## config.mk

```make
export PLATFORM = sky130hd
export DESIGN_NAME = aes_inv_key_schedule
export DESIGN_NICKNAME = d
export VERILOG_FILES = /design/src/rtl/aes_inv_key_schedule.sv
export SDC_FILE = /design/constraint.sdc
export NUM_CORES = 2
export LEC_CHECK = 0
export BUFFER_PORTS_ARGS = -buffer_cell sky130_fd_sc_hd__buf_4
export CORE_ASPECT_RATIO = 0.8
export CORE_MARGIN = 10
export CORE_UTILIZATION = 32
export DETAILED_ROUTE_END_ITERATION = 8
export GPL_TIMING_DRIVEN = 0
export PLACE_DENSITY = 0.45
export SLEW_MARGIN = 20
export SYNTH_ARGS = -nofsm -noshare
export SYNTH_HDL_FRONTEND = slang
export SYNTH_SLANG_ARGS = --single-unit
export TNS_END_PERCENT = 5
```

## constraint.sdc

```tcl
create_clock -name clk -period 21.7 [get_ports clk]
set_input_delay 3.255 -clock clk [delete_from_list [all_inputs] [get_ports clk]]
set_output_delay 3.255 -clock clk [all_outputs]
set_load 0.02 [all_outputs]
```

## src/rtl/aes_inv_key_schedule.sv

```systemverilog
// Reverse AES-128 key schedule: loads the round-10 key and streams round keys 10..0 over valid/ready.
// One key per accepted transfer; all outputs registered, S-box computed as GF(2^8) inverse + affine.
module aes_inv_key_schedule (
  input  logic         clk,
  input  logic         rst_n,
  input  logic         start,
  input  logic [127:0] last_key,
  input  logic         key_ready,
  output logic         key_valid,
  output logic [127:0] round_key,
  output logic [3:0]   round_num,
  output logic         busy,
  output logic         done
);

  typedef enum logic {IDLE, SEND} state_t;
  state_t state;

  function automatic logic [7:0] xtime(input logic [7:0] a);
    return {a[6:0], 1'b0} ^ (a[7] ? 8'h1b : 8'h00);
  endfunction

  function automatic logic [7:0] gf_mul(input logic [7:0] a, input logic [7:0] b);
    logic [7:0] p;
    logic [7:0] t;
    p = 8'h00;
    t = a;
    for (int i = 0; i < 8; i++) begin
      if (b[i]) p = p ^ t;
      t = xtime(t);
    end
    return p;
  endfunction

  // x^254 = product of x^(2^k) for k=1..7; maps 0 to 0 as AES requires.
  function automatic logic [7:0] gf_inv(input logic [7:0] x);
    logic [7:0] p;
    logic [7:0] r;
    p = gf_mul(x, x);
    r = p;
    for (int k = 2; k < 8; k++) begin
      p = gf_mul(p, p);
      r = gf_mul(r, p);
    end
    return r;
  endfunction

  function automatic logic [7:0] sbox(input logic [7:0] x);
    logic [7:0] b;
    b = gf_inv(x);
    return b ^ {b[6:0], b[7]} ^ {b[5:0], b[7:6]} ^ {b[4:0], b[7:5]} ^ {b[3:0], b[7:4]} ^ 8'h63;
  endfunction

  function automatic logic [31:0] sub_word(input logic [31:0] w);
    return {sbox(w[31:24]), sbox(w[23:16]), sbox(w[15:8]), sbox(w[7:0])};
  endfunction

  function automatic logic [7:0] rcon(input logic [3:0] i);
    case (i)
      4'd1:    return 8'h01;
      4'd2:    return 8'h02;
      4'd3:    return 8'h04;
      4'd4:    return 8'h08;
      4'd5:    return 8'h10;
      4'd6:    return 8'h20;
      4'd7:    return 8'h40;
      4'd8:    return 8'h80;
      4'd9:    return 8'h1b;
      4'd10:   return 8'h36;
      default: return 8'h00;
    endcase
  endfunction

  logic [31:0]  a0, a1, a2, a3;
  logic [31:0]  b0, b1, b2, b3;
  logic [127:0] next_key;
  logic         xfer;

  // round_num holds r+1 while deriving K(r), so it indexes Rcon directly.
  always_comb begin
    {a0, a1, a2, a3} = round_key;
    b3 = a3 ^ a2;
    b2 = a2 ^ a1;
    b1 = a1 ^ a0;
    b0 = a0 ^ sub_word({b3[23:0], b3[31:24]}) ^ {rcon(round_num), 24'h0};
    next_key = {b0, b1, b2, b3};
  end

  assign xfer = key_valid & key_ready;

  always_ff @(posedge clk or negedge rst_n) begin
    if (!rst_n) begin
      state     <= IDLE;
      key_valid <= 1'b0;
      busy      <= 1'b0;
      done      <= 1'b0;
      round_num <= 4'd0;
      round_key <= 128'h0;
    end else begin
      done <= 1'b0;
      case (state)
        IDLE: begin
          if (start) begin
            state     <= SEND;
            key_valid <= 1'b1;
            busy      <= 1'b1;
            round_num <= 4'd10;
            round_key <= last_key;
          end
        end
        SEND: begin
          if (xfer) begin
            if (round_num == 4'd0) begin
              state     <= IDLE;
              key_valid <= 1'b0;
              busy      <= 1'b0;
              done      <= 1'b1;
            end else begin
              round_num <= round_num - 4'd1;
              round_key <= next_key;
            end
          end
        end
        default: state <= IDLE;
      endcase
    end
  end

endmodule

```

==> metrics.md <==
| Metric | Value |
|---|---|
| CTS Buffer Depth | `2` |
| Status | `finished clean` |
| Cells after synthesis | `roughly 8000` |
| Post-Syn Nets | `~8400` |
| Via Count | `between 60000 and 70000` |
| Layout net count | `slightly below 9000` |
| Final Hold Vio Count | `0` |
| Kind of critical path | `reg -> reg` |
| Worst path required time | `approximately 22 ns` |
| Post-Synthesis Cell Area | `~62000 um^2` |
| Die Wd | `about 510 um` |
| Synth cell types | `111` |
| Max incr delay on CP | `0.66 ns` |
| Final Wtd Congestion | `about 0.93` |
| Skew-Pair Late Insertion Delay | `0.50 ns` |
| Critical Path Slowest Stage Cell | `xnor2_1` |
| Initial Util | `between 30% and 40%` |
| Drt wl/cell | `roughly 23 um` |
| HPWL after DPL | `a little over 200000 um` |
| DR iter-0 viols | `about 6300` |
| CP Capture Type | `flip-flop` |
| Final ANT Viol Nets | `0` |
| I/O Pins | `between 200 and 300` |
| Met3 Resource Use GR | `around 2.4%` |
| Final clock skew | `about 0.015 ns` |
| Max Freq | `0.04863 GHz` |
| RSZ-0062 raised after global routing | `no` |
| Critical R2R Capture | `round_key[126]$_DFFE_PN0P_` |
| R2R cell count | `67` |
| EDFF count, synth | `0` |
| R2R Path Start | `round_key[48]$_DFFE_PN0P_` |
| Slew Limit Fails | `0` |
| CTS tree | `yes` |
| PortBufs | `266` |
| Tightest Pin Transition | `between 1 and 1.5 ns` |
| Area grow syn2layout | `10.12%` |
| R2r setup slk | `between 1 and 1.5 ns` |
| Util after Layout | `a little over a third` |
| Hold depth | `2` |
| Final Instance Count excl. Fillers | `roughly 11000` |
| Slew margin rel. | `between 15 and 20%` |
| DRC viols | `0` |
| Synthesized area per cell | `7.540 um^2` |
| CTS Buf Count | `17` |
| Top FF cell, synth | `dfrtp_1` |
| Grt met1 use | `between 30 and 40%` |
| Vias in the first global route | `about 57000` |
| Seq/Total Area, Yosys | `~5.5%` |
| Most used cell, CP | `xnor2_1` |
| Largest net degree at the start of global routing | `77` |
| YS warnings | `0` |
| Clk sinks | `between 100 and 150` |
| Core area | `a little under 200000 um^2` |
| Post-synthesis register bit count | `approximately 140` |
| Final worst-path cycle share | `94.77%` |
| Clock slew at reported path FFs | `0.07 ns` |
| Crit start category | `flip-flop` |
| Die Ht | `between 400 and 500 um` |
| GRT met2 Usage | `34.42%` |
| First-pass GRT wire length | `around 380000 um` |
| Row count | `approximately 140` |
| H-tree Lvls | `4` |
| Crit path arrival time | `20.91 ns` |
| Via-to-Cell Ratio | `5.462` |
| Total gr overflow | `0` |
| Root Driver | `clkbuf_16` |
| Crit-path max FO | `12` |
| Initial antenna violation count | `10` |
| Full die area | `between 200000 and 250000 um^2` |
| Gr usage total | `a little under a quarter` |
| Hold Path Sink | `round_key[2]$_DFFE_PN0P_` |
| Setup violators final | `0` |
| Hold path start | `round_key[2]$_DFFE_PN0P_` |
| DR pass1 iterations | `6` |
| Max-cap check violation count | `0` |
| Async set-reset flop share out of synthesis | `100.0%` |
| Routed wire length | `~250000 um` |
| Placed Instances | `11040` |
| Final Critical Period | `slightly above 20 ns` |
| Hold Crit Class | `reg -> reg` |
| Total Neg Setup Slack | `0 ns` |
| GRT busiest layer | `met2` |
| WHS | `0.5460 ns` |
| Fraction of layout instances using a drive strength above 1 | `approximately 9%` |
## sequential cells by signal (all words and copies together) (netlist names)
register   flops
busy           1
round_key    128
state          1
done           1
round_num      4
## cell type report
cell class	count	area, um^2
Antenna cell	4	10.01
Buffer	538	2281
Clock buffer	18	439.2
Clock inverter	14	161.4
Fill cell	20470	124400
Inverter	84	316.6
Multi-Input combinational cell	7458	56370
Sequential cell	135	3378
Tap cell	2555	3197
Timing Repair Buffer	274	2085
## stage by stage
step,area (um^2),setup WS [ns]
after floorplan,61960,4.386
after global placement,67160,-1.954
after detailed placement,67280,-2.149
after CTS,67960,0.1472
after global routing,68230,0.003370
final,68230,1.135
## worst max-delay path, delay by kind of cell, from the launching register on
kind	cells	cell delay, ns
fa+ha+maj	4	1.69
xor+xnor	27	8.99
mux	4	1.69
buf+inv	12	3.10
flops	1	0.51
simple gates	10	2.16
compound gates	10	2.23
## metal layers
| layer | wire length [um] | vias to the layer above |
|---|---|---|
| li1 | - | 28840 |
| met4 | 10990 | 0 |
| met5 | 0 | - |
| met3 | 15760 | 197 |
| met1 | 118800 | 29400 |
| met2 | 108300 | 2089 |
## worst max path at each step
stage                               from  depth (start not counted)                    endpoint  slack (ns)
5_1_grt        round_key[48]$_DFFE_PN0P_                         69  round_key[126]$_DFFE_PN0P_       0.003
2_1_floorplan  round_key[48]$_DFFE_PN0P_                         69  round_key[122]$_DFFE_PN0P_        4.39
3_3_place_gp   round_key[48]$_DFFE_PN0P_                         71  round_key[126]$_DFFE_PN0P_       -1.95
4_1_cts        round_key[48]$_DFFE_PN0P_                         70  round_key[122]$_DFFE_PN0P_        0.15
3_5_place_dp   round_key[48]$_DFFE_PN0P_                         70  round_key[122]$_DFFE_PN0P_       -2.15
6_report       round_key[48]$_DFFE_PN0P_                         67  round_key[126]$_DFFE_PN0P_        1.13
## cell usage after synthesis (37+ instances only)
master	instances	share of area (%)
xnor2_1	1619	23
nor2_1	1198	7.3
nand2_1	915	5.5
o21ai_0	443	3.6
xor2_1	420	5.9
a21oi_1	414	3.3
clkbuf_1	360	2.2
xnor3_1	338	12
mux2i_1	308	5.0
nor3_1	202	1.6
nand3_1	192	1.6
dfrtp_1	135	5.5
o22ai_1	113	1.1
buf_2	109	0.88
xnor2_2	92	2.4
a211oi_1	75	0.91
a31oi_1	70	0.71
inv_1	62	0.38
o211ai_1	58	0.70
nand2b_1	56	0.57
nor2b_1	56	0.57
buf_1	49	0.30
and2_1	46	0.46
a22oi_1	42	0.51
and3_1	41	0.41
xor3_1	39	1.5
mux2_2	38	0.69
or3_1	37	0.37
## timing repair
item	4_1_cts	5_1_grt
pin swaps	1	3
resized for setup	12	31
buffers inserted	2	5
setup endpoints to repair	8	24
hold buffers	0	0
## cell usage in the layout (no fill, tap or decap), types with 62 or more instances in the layout
cell	instances
a211oi_1	75
a21oi_1	414
a31oi_1	69
buf_2	113
buf_4	292
clkbuf_1	339
dfrtp_1	135
inv_1	62
mux2i_1	306
nand2_1	915
nand3_1	192
nor2_1	1195
nor3_1	201
o21ai_0	443
o22ai_1	113
xnor2_1	1587
xnor2_2	122
xnor3_1	338
xor2_1	416
## cells by family after synthesis
kind of cell / share of synthesized area, %
muxes: 5.809
xor gates and xnor gates: 47.46
DFF: 5.452
buffers and inverters: 4.164
and+or+nand+nor: 20.04
AOI/OAI and AO/OA: 16.51
adders and majority gates: 0.5654
Power is left out: the tool's default activity adds up to more than one toggle a clock period on the data nets, which glitch-free logic cannot reach.
